## src/rtl/spine_uplink_scheduler.sv

```systemverilog
// Steers packets from the leaf router's GPU/NI path onto the spine uplinks.
// Each packet goes to one spine, chosen by round-robin among the eligible spines; per-spine credits gate traffic.
module spine_uplink_scheduler #(
   parameter int DWIDTH     = 16,
   parameter int NSPINE     = 4,
   parameter int CREDIT_MAX = 4,
   parameter int CW         = 3
) (
   input  logic                 clk,
   input  logic                 reset,
   input  logic                 arb_enable,
   input  logic [NSPINE-1:0]    spine_en,
   input  logic [DWIDTH-1:0]    in_data,
   input  logic                 in_valid,
   input  logic                 in_last,
   output logic                 in_ready,
   output logic [DWIDTH-1:0]    out_data,
   output logic [NSPINE-1:0]    out_valid,
   output logic                 out_last,
   input  logic [NSPINE-1:0]    credit_return,
   output logic [NSPINE*CW-1:0] credit_cnt,
   output logic [1:0]           current_grant,
   output logic                 busy,
   output logic                 credit_err
);

   typedef enum logic {IDLE, LOCKED} state_t;

   state_t                         state_reg, state_next;
   logic [1:0]                     rr_ptr_reg;
   logic [1:0]                     grant_reg;
   logic [1:0]                     grant_sel;
   logic [1:0]                     sel;
   logic                           sel_found;
   logic                           accept;
   logic [NSPINE-1:0][CW-1:0]      credit_reg;
   logic [NSPINE-1:0][CW-1:0]      credit_next;
   logic [NSPINE-1:0]              eligible;
   logic [NSPINE-1:0]              credit_nz;
   logic [NSPINE-1:0]              send;
   logic [NSPINE-1:0]              full;
   logic [NSPINE-1:0]              err_hit;
   logic [DWIDTH-1:0]              out_data_reg;
   logic [NSPINE-1:0]              out_valid_reg;
   logic                           out_last_reg;
   logic                           credit_err_reg;

   // Per-spine credit bookkeeping. A send and a return in the same cycle cancel out.
   generate
      for (genvar gi = 0; gi < NSPINE; gi++) begin : g_spine
         assign credit_nz[gi] = (credit_reg[gi] != '0);
         assign eligible[gi]  = spine_en[gi] & credit_nz[gi];
         assign send[gi]      = accept & (grant_sel == 2'(gi));
         assign full[gi]      = (credit_reg[gi] == CW'(CREDIT_MAX));
         assign err_hit[gi]   = ~send[gi] & credit_return[gi] & full[gi];
         assign credit_next[gi] =
            (send[gi] & ~credit_return[gi])             ? credit_reg[gi] - CW'(1) :
            (~send[gi] & credit_return[gi] & ~full[gi]) ? credit_reg[gi] + CW'(1) :
                                                          credit_reg[gi];
         assign credit_cnt[gi*CW +: CW] = credit_reg[gi];
      end
   endgenerate

   // Round-robin search starting just after the last granted spine
   always_comb begin
      logic [1:0] idx;
      idx       = '0;
      sel       = '0;
      sel_found = 1'b0;
      for (int k = 1; k <= NSPINE; k++) begin
         idx = rr_ptr_reg + k[1:0];
         if (!sel_found && eligible[idx]) begin
            sel       = idx;
            sel_found = 1'b1;
         end
      end
   end

   always_comb begin
      state_next = state_reg;
      in_ready   = 1'b0;
      grant_sel  = grant_reg;
      case (state_reg)
         IDLE: begin
            in_ready  = arb_enable & sel_found;
            grant_sel = sel;
            if (in_valid && in_ready && !in_last) state_next = LOCKED;
         end
         LOCKED: begin
            in_ready = credit_nz[grant_reg];
            if (in_valid && in_ready && in_last) state_next = IDLE;
         end
         default: state_next = IDLE;
      endcase
   end

   assign accept = in_valid & in_ready;

   always_ff @(posedge clk or posedge reset) begin
      if (reset) begin
         state_reg      <= IDLE;
         rr_ptr_reg     <= 2'd3;
         grant_reg      <= '0;
         credit_reg     <= {NSPINE{CW'(CREDIT_MAX)}};
         out_data_reg   <= '0;
         out_valid_reg  <= '0;
         out_last_reg   <= 1'b0;
         credit_err_reg <= 1'b0;
      end else begin
         state_reg  <= state_next;
         credit_reg <= credit_next;
         if (|err_hit) credit_err_reg <= 1'b1;
         if (accept) begin
            grant_reg     <= grant_sel;
            out_data_reg  <= in_data;
            out_last_reg  <= in_last;
            out_valid_reg <= NSPINE'(1) << grant_sel;
            if (state_reg == IDLE) rr_ptr_reg <= grant_sel;
         end else begin
            out_valid_reg <= '0;
         end
      end
   end

   assign out_data      = out_data_reg;
   assign out_valid     = out_valid_reg;
   assign out_last      = out_last_reg;
   assign current_grant = grant_reg;
   assign busy          = (state_reg == LOCKED);
   assign credit_err    = credit_err_reg;

endmodule
```

## config.mk

```make
export PLATFORM = sky130hd
export DESIGN_NAME = spine_uplink_scheduler
export DESIGN_NICKNAME = d
export VERILOG_FILES = /design/src/rtl/spine_uplink_scheduler.sv
export SDC_FILE = /design/constraint.sdc
export NUM_CORES = 1
export LEC_CHECK = 0
export ABC_AREA = 1
export CORE_UTILIZATION = 40
export CTS_CLUSTER_DIAMETER = 100
export DETAILED_ROUTE_END_ITERATION = 16
export GPL_TIMING_DRIVEN = 0
export PLACE_DENSITY = 0.69
export SETUP_SLACK_MARGIN = 0.05
export SYNTH_ARGS = -nofsm -noshare
export SYNTH_HDL_FRONTEND = slang
export SYNTH_SLANG_ARGS = --single-unit
```

## constraint.sdc

```tcl
create_clock -name clk -period 4 [get_ports clk]
set_clock_uncertainty 0.05 [all_clocks]
set_input_delay 0.6 -clock clk [delete_from_list [all_inputs] [get_ports clk]]
set_output_delay 0.6 -clock clk [all_outputs]
set_load 0.05 [all_outputs]
```

==> impl_metrics.py <==
metrics = {
    "critical_path": {
        "criticalPathCategory": "in -> out",
        "critPathLaunchType": "input port",
        "crit_fanout": 4,
        "endpoint_kind": "output port",
        "worst-endpoint-arrival_ps": 2580,
        "required_ps": 3350,
    },
    "clock_tree": {
        "cts_root_buf": "clkbuf_8",
        "cts-resized-gates": 0,
        "cts_buffers": 5,
        "clockBufferDepth": 2,
        "cts_sinks": 39,
        "cts_tree": "built",
        "ctsHoldBuffers": 0,
        "postCtsSetupRepairBufs": 0,
        "clkTransAtPathRegs_ps": 70,
        "cts-htree-levels": 2,
        "insertion_delay_ps": 290,
    },
    "yosys": {
        "synthesis.area_sq_um": 2320,
        "synth_top_family_by_area": "simple AND/OR/NAND/NOR gates",
        "synth_xor_area_share_pct": 2.69,
        "synth_adder_area_share_pct": 3.45,
        "yosysWarnings": 0,
        "syn-num-nets": 324,
        "synth_simple_gate_area_share_pct": 38.4,
        "synthCells": 291,
        "synth-compound-area-share_pct": 4.31,
        "syn_area_per_cell_sq_um": 7.98,
        "synth.distinct_cells": 29,
        "ys_seq_area_share_pct": 42.3,
        "synth_seq_cells": 39,
        "synth.area.mux_share_pct": 0,
    },
    "route": {
        "vias": 1998,
        "drcViolationCount": 0,
        "ant_nets": 0,
        "dr.pass1.iters": 4,
        "wl_mm": 4.89,
        "wire_per_inst_microns": 11.2,
        "drtIter0Drc": 92,
        "viasPerCell": 4.57,
    },
    "cells_and_area": {
        "fillers": 521,
        "area_growth_pct": 36.6,
        "largest_reg_flops": 16,
        "fin_util_pct": 57.3,
        "final_net_count": 397,
        "drive_gt1_share_pct": 17.0,
        "diodes": 0,
    },
    "worst_hold_path": {
        "min_path_type": "reg -> reg",
    },
    "placed_design": {
        "io_buffer_count": 66,
        "gp_congestion": 0.797,
        "dp_hpwl_mm": 3.83,
    },
    "run_status": {
        "outcome": "finished clean",
    },
    "timing": {
        "final-setup-viol-count": 0,
        "grt_setup_unrepaired": "false",
        "period_share_pct": 80.8,
        "slew_headroom_pct": 47.4,
        "fmax_ghz": 0.310,
        "tightest_slew_ps": 788,
        "drv_slew": 0,
        "setup_tns_ps": 0,
        "period_minus_slack_ps": 3230,
        "hold_viol": 0,
    },
    "global_route": {
        "gr-total-overflow": 0,
        "antenna_found_initial": 0,
        "grt_max_degree": 40,
        "grtUsageTotal_pct": 17.7,
        "first_global_vias": 1968,
        "grt_pass1_wl_mm": 8.51,
    },
    "floorplanning": {
        "die-area_sq_um": 6120,
        "start_util_pct": 41.9,
        "io_pins": 67,
        "die_height_microns": 78.2,
        "dieWidth_microns": 78.2,
        "rows": 27,
        "coreArea_sq_um": 5540,
    },
    "flow_run": {
        "max-cap-violations": 0,
    },
}
-- worst max-delay path, stage by stage --
cell and delay (ps):
clkdlybuf4s50_1 510, nand3_2 120, nand3_1 130, nand2_2 90, nand4_4 120, nand3_4 80, nand2_1 110, clkdlybuf4s50_1 830
-- layout make-up --
class	instances	area (sq um)	area share, %
Multi-Input combinational cell	204	1130	35.8
Clock buffer	8	100	3.15
Inverter	42	160	5.05
Tap cell	72	90.1	2.84
Buffer	6	45.0	1.42
Sequential cell	39	983	31.0
Timing Repair Buffer	66	661	20.8
-- synthesized netlist by cell type --
| cell | count | share of area (%) |
|---|---|---|
| xor2_1 | 4 | 1.5 |
| clkinv_1 | 1 | 0.16 |
| fa_1 | 4 | 3.4 |
| nand2_2 | 15 | 4.0 |
| nor3_1 | 3 | 0.65 |
| a21oi_4 | 1 | 0.70 |
| nor2_4 | 2 | 0.97 |
| nand3_2 | 11 | 4.7 |
| dfrtp_1 | 33 | 36 |
| buf_6 | 3 | 1.5 |
| nor2_2 | 2 | 0.54 |
| nand2_4 | 3 | 1.5 |
| o32a_1 | 1 | 0.43 |
| inv_1 | 34 | 5.5 |
| clkbuf_1 | 3 | 0.48 |
| a31o_2 | 1 | 0.38 |
| nand2_1 | 108 | 17 |
| nand3_1 | 27 | 5.8 |
| inv_2 | 6 | 0.97 |
| nor2_1 | 5 | 0.81 |
| inv_4 | 1 | 0.27 |
| nand4_1 | 1 | 0.27 |
| nand3_4 | 1 | 0.75 |
| xnor2_4 | 1 | 1.2 |
| dfstp_2 | 6 | 6.8 |
| nand4_4 | 1 | 0.92 |
| o21ai_1 | 2 | 0.43 |
| a21oi_1 | 5 | 1.1 |
| o21ai_0 | 6 | 1.3 |
-- per-stage QoR --
| stage | worst slack [ps] | cell area (sq um) | hold slack, ps | instances |
|---|---|---|---|---|
| floorplan | 958 | 2320 | 532 | 291 |
| global placement | 766 | 3070 | 413 | 429 |
| detailed placement | 753 | 3070 | 414 | 429 |
| CTS | 749 | 3170 | 434 | 437 |
| global route | 637 | 3170 | 450 | 437 |
| finish | 770 | 3170 | 430 | 437 |
-- per-layer routing --
| metal | part of all wire, % | up-vias | GRT usage (%) |
|---|---|---|---|
| li1 | - | 1040 | - |
| met1 | 45 | 912 | 21.9 |
| met2 | 48 | 37 | 29.6 |
| met3 | 4.9 | 9 | 4.88 |
| met4 | 1.5 | 0 | 6.48 |
| met5 | 0 | - | 0 |
-- placed cells by master (no fill, tap or decap), types with 2 or more instances in the layout --
master	instances
nand2_1	108
clkdlybuf4s50_1	66
inv_1	33
dfrtp_1	33
nand3_1	27
nand2_2	15
nand3_2	11
inv_2	7
clkbuf_8	7
o21ai_0	6
dfstp_2	6
a21oi_1	5
nor2_1	5
clkbuf_1	4
xor2_1	4
fa_1	4
buf_6	3
nand2_4	3
nor3_1	3
nor2_2	2
nor2_4	2
o21ai_1	2
-- final timing paths --
| check | slack, ps | end | depth (start not counted) | start |
|---|---|---|---|---|
| worst max-delay path | 770 | in_ready | 8 | spine_en[2] |
| worst min-delay path | 430 | out_data[7]$_DFFE_PP0P_ | 2 | out_data[7]$_DFFE_PP0P_ |
| worst max register to register | 1360 | credit_cnt[11]$_DFFE_PP1P_ | 19 | credit_cnt[8]$_DFFE_PP1P_ |
| worst min register to register | 430 | out_data[7]$_DFFE_PP0P_ | 2 | out_data[7]$_DFFE_PP0P_ |
| max in group asynchronous | 2670 | credit_cnt[4]$_DFFE_PP0P_ | 2 | reset |
| min in group asynchronous | 720 | out_data[12]$_DFFE_PP0P_ | 2 | reset |
-- kinds of logic after synthesis --
logic type	count (synthesis)
xor gates and xnor gates	5
and+or+nand+nor	179
buffers and inverters	48
AOI/OAI and AO/OA	16
DFF	39
adders and majority gates	4
Power is left out: the tool's default activity adds up to more than one toggle a clock period on the data nets, which glitch-free logic cannot reach.
==> RTL edit 1, RTL diff (same flow settings) <==
Reset style: synchronous (`reset`), changed in one clocked block.
--- a/src/rtl/spine_uplink_scheduler.sv
+++ b/src/rtl/spine_uplink_scheduler.sv
@@ -98,3 +98,3 @@
 
-   always_ff @(posedge clk or posedge reset) begin
+   always_ff @(posedge clk) begin
       if (reset) begin
Behaviour: differs if reset is asserted again (counterexample within 4 cycles, from zero or initial values and one cycle with reset high); with reset held inactive, the same outputs for 10 cycles.
==> RTL edit 1 against the unedited design <==
- design area is 0.55% lower
- wire length is 14% higher
- synthesized area is 0.70% lower
- non-clock buffer count is 4 higher
- sequential cell count stayed put
- setup slack worse by 0.033 ns
- synthesized cell count is 7.6% higher
- first-iteration DRC count is 17% higher
- critical path depth stayed put
- highest routed layer unchanged
==> RTL edit 1: results (changes against the unedited design) <==
Final layout
  – Fin nets: 419 (+5.5%)
  – Non-filler cells, final: 459 (+5.0%)
  – Share of layout cells above drive strength 1: 0.152 (-0.0174)
  – Final core occ: 0.570 (-0.00316)
  – Filler Cells Inserted: 556 (+6.7%)

Place
  – DP Worst Slack: 0.740 ns (-0.0123 ns)
  – Hpwl dp: 4380 um (+15%)
  – Gpl congestion: 0.854 (+7.1%)
  – DP Area: 3060 um2 (-0.53%)
  – Placed cells: 451 (+5.1%)
  – IO Port Bufs: 66 (unchanged)

GRT
  – Global Route Usage Sum: 0.197 (+0.0198)
  – Met2 Use GR: 0.323 (+0.0274)
  – Pin count of the biggest net entering global routing: 14 (-65%)
  – Met1 global-route usage: 0.260 (+0.0409)
  – First-pass GRT wire length: 9400 um (+10%)
  – Met3 GRT Util: 0.0329 (-0.0159)

Detailed routing
  – DR WL met3: 283 um (+18%)
  – M1 wire length: 2540 um (+14%)
  – Initial DRC Count: 108 (+17%)
  – Via count: 2235 (+12%)
  – WL per Instance: 12.1 um (+8.4%)
  – Met2 routed WL: 2680 um (+14%)

Synth
  – Post-synthesis instance total: 313 (+7.6%)
  – Net Count, Synth: 346 (+6.8%)
  – Synthesized-area fraction occupied by adder cells: 0.0347 (+0.000243)
  – Area contributors post-synth: dfxtp_1, nor2_1, nand2_1
  – Synth Warn #: 0 (unchanged)
  – Complex-gate fraction of the synthesized area: 0.0965 (+0.0534)
  – Distinct cells, synth: 32 (+10%)
  – Ys flop type: dfxtp_1
  – Asr flop ratio synth: 0 (-1.00)
  – Register area share after synthesis: 0.338 (-0.0849)
  – Xor and xnor area share after synthesis: 0.0119 (-0.0150)

Timing
  – Worst-Margin Slew: 0.534 ns (-0.254 ns)

Run status
  – Status: complete, no violations

Worst setup path
  – CP Data Arrival Time: 2.61 ns (+0.03 ns)
  – Worst-path fanout max: 6 (+2)
==> RTL edit 1: layout make-up <==
type / instances / area share
clock inverters: 2 / 0.00515
flip-flops and latches: 39 / 0.247
repair buffers: 66 / 0.209
multi-input cells: 235 / 0.428
well taps: 72 / 0.0285
clock buffers: 6 / 0.0262
inverters: 29 / 0.0353
plain buffers: 10 / 0.0202
==> RTL edit 1: path summary, 6_finish.rpt <==
kind                                                  from                     endpoint  slack (ns)  cells past startpoint
worst min register to register    out_data[1]$_SDFFE_PP0N_     out_data[1]$_SDFFE_PP0N_        0.44                      2
worst max-delay path                           spine_en[2]                     in_ready        0.74                      8
worst min-delay path              out_data[1]$_SDFFE_PP0N_     out_data[1]$_SDFFE_PP0N_        0.44                      2
worst max register to register  credit_cnt[8]$_SDFFE_PP1P_  credit_cnt[11]$_SDFFE_PP1P_        1.31                     18
==> RTL edit 1: critical path, delay by kind of cell <==
| kind | cells | cell delay (ns) |
|---|---|---|
| simple gates | 6 | 0.68 |
| buf+inv | 2 | 1.33 |
==> RTL edit 2, RTL diff (config.mk and constraints unchanged) <==
Made on the original files. Set the parameter `NSPINE` to 6 (it was 4).
--- a/src/rtl/spine_uplink_scheduler.sv
+++ b/src/rtl/spine_uplink_scheduler.sv
@@ -4,3 +4,3 @@
    parameter int DWIDTH     = 16,
-   parameter int NSPINE     = 4,
+   parameter int NSPINE     = 6,
    parameter int CREDIT_MAX = 4,
Ports: changed (resized credit_cnt, credit_return, out_valid and spine_en); port bits go from 67 to 79. No check against the original RTL was run, so the function may have changed too.
==> RTL edit 2 against the unedited design <==
- first-iteration DRC count increased by 3.3%
- the run now ends with design-rule violations left
- wire length grew 21%
- design area is 15% higher
- synthesized area up 16%
- setup slack worse by 0.11 ns
- global-route usage about the same
- synthesized cell count is 18% higher
- sequential cell count grew 6
- largest cell class unchanged
- hold slack got worse by 0.0042 ns
Power is not shown: default switching activity piles up to over one toggle a cycle in this logic, so the estimate is an artifact.
==> RTL edit 2: results (changes against the unedited design) <==
Synth
  – Post-synth top cells: nand2_1, inv_1, dfrtp_1
  – Post-synthesis instance total: 344 (+18%)
  – Synth Warn #: 0 (unchanged)
  – Ys flop type: dfrtp_1
  – Distinct cells, synth: 32 (+10%)
  – Register area share after synthesis: 0.420 (-0.00348)
  – Area contributors post-synth: dfrtp_1, nand2_1, dfstp_2
  – Asr flop ratio synth: 1.00 (unchanged)

Place
  – Gpl congestion: 0.886 (+11%)
  – DP Worst Slack: 0.677 ns (-0.0758 ns)
  – IO Port Bufs: 74 (+12%)
  – Hpwl dp: 4650 um (+22%)
  – DP Area: 3570 um2 (+16%)
  – Placed cells: 497 (+16%)

Detailed routing
  – Met2 routed WL: 2760 um (+17%)
  – Initial DRC Count: 95 (+3.3%)
  – Vias per cell: 4.74 (+3.6%)
  – DR WL met3: 283 um (+18%)
  – Pre-antenna DRT Iters: 12 (+8)
  – Top routing layer in use: met4
  – DRC: 10 (+10)
  – WL final: 5930 um (+21%)
  – Via count: 2393 (+20%)
  – M1 wire length: 2750 um (+24%)

GRT
  – Pin count of the biggest net entering global routing: 37 (-7.5%)
  – Met2 Use GR: 0.288 (-0.00798)
  – Global Route Usage Sum: 0.178 (+0.000392)
  – Number of global-route vias before repair: 2240 (+14%)
  – Met1 global-route usage: 0.227 (+0.00856)
  – Met3 GRT Util: 0.0383 (-0.0105)
  – First-pass GRT wire length: 10000 um (+18%)
  – Initial antenna violation count: 0 (unchanged)

Final layout
  – Share of layout cells above drive strength 1: 0.129 (-0.0414)
  – Antenna fix cells: 0 (unchanged)
  – Fin nets: 466 (+17%)
  – Max reg flops: 18 (+2)

Worst setup path
  – Worst reg2reg setup slack: 1.07 ns (-0.29 ns)
  – Worst-path fanout max: 3 (-1)
  – Worst reg2reg path depth: 19 (unchanged)
  – Reg2reg end: credit_cnt[14]$_DFFE_PP1P_
  – FF-to-FF Start: credit_cnt[5]$_DFFE_PP1P_
  – CP max stage delay: 0.80 ns (-0.03 ns)
  – CP Data Arrival Time: 2.69 ns (+0.11 ns)

Clock tree
  – Post-CTS setup buffers: 0 (unchanged)
  – CTS Buf Count: 5 (unchanged)
  – Longest Clk Path Bufs: 2 (unchanged)
  – Worst-path clk slew: 0.09 ns (+0.02 ns)

Run status
  – Status: complete, but fails checks
  – Failing checks: design-rule violations

Timing
  – Worst hold slack: 0.426 ns (-0.00418 ns)
  – Slew HR: 0.645 (+0.171)

Min path
  – HP Start: out_data[1]$_DFFE_PP0P_
  – Hold path endpoint: out_data[1]$_DFFE_PP0P_
  – Worst hold path class: flip-flop to flip-flop
  – WHS Path Cells: 2 (unchanged)
-- RTL edit 2: cell count changes in the layout (fill, tap and decap cells not counted), moves of 4 or more --
cell | before | now
nand2_1 | 108 | 124
clkdlybuf4s50_1 | 66 | 74
nand3_2 | 11 | 6
nand3_1 | 27 | 32
nand2_2 | 15 | 8
nor2_1 | 5 | 16
nand4_1 | 1 | 5
dfrtp_1 | 33 | 37
inv_1 | 33 | 44
-- RTL edit 2: critical path, delay by kind of cell --
kind                   cells  cell delay (ns)
AND/OR/NAND/NOR            8             0.81
buffers and inverters      2             1.28
-- RTL edit 2: worst max path at each step --
stage,startpoint,endpoint,slack (ns),depth (start not counted)
3_3_place_gp,spine_en[2],in_ready,0.70,10
5_1_grt,credit_cnt[8]$_DFFE_PP1P_,in_ready,0.53,11
2_1_floorplan,credit_cnt[9]$_DFFE_PP0P_,credit_cnt[14]$_DFFE_PP1P_,1.16,19
6_report,spine_en[2],in_ready,0.66,10
4_1_cts,rr_ptr_reg[0]$_DFFE_PP1P_,in_ready,0.66,10
3_5_place_dp,spine_en[2],in_ready,0.68,10
-- RTL edit 2: cell type report --
class | instances | area (um2)
Buffer | 6 | 47.5
Clock buffer | 7 | 76.3
Clock inverter | 1 | 7.51
Fill cell | 597 | 2770
Inverter | 51 | 199
Multi-Input combinational cell | 243 | 1330
Sequential cell | 45 | 1140
Tap cell | 77 | 96.3
Timing Repair Buffer | 75 | 761
-- RTL edit 2: kinds of logic after synthesis --
group | Yosys count | share of synthesized area
buffers and inverters | 57 | 0.0911
and+or+nand+nor | 208 | 0.374
AOI/OAI and AO/OA | 20 | 0.0439
adders and majority gates | 6 | 0.0444
xor gates and xnor gates | 7 | 0.0254
other | 1 | 0.00139
DFF | 45 | 0.420
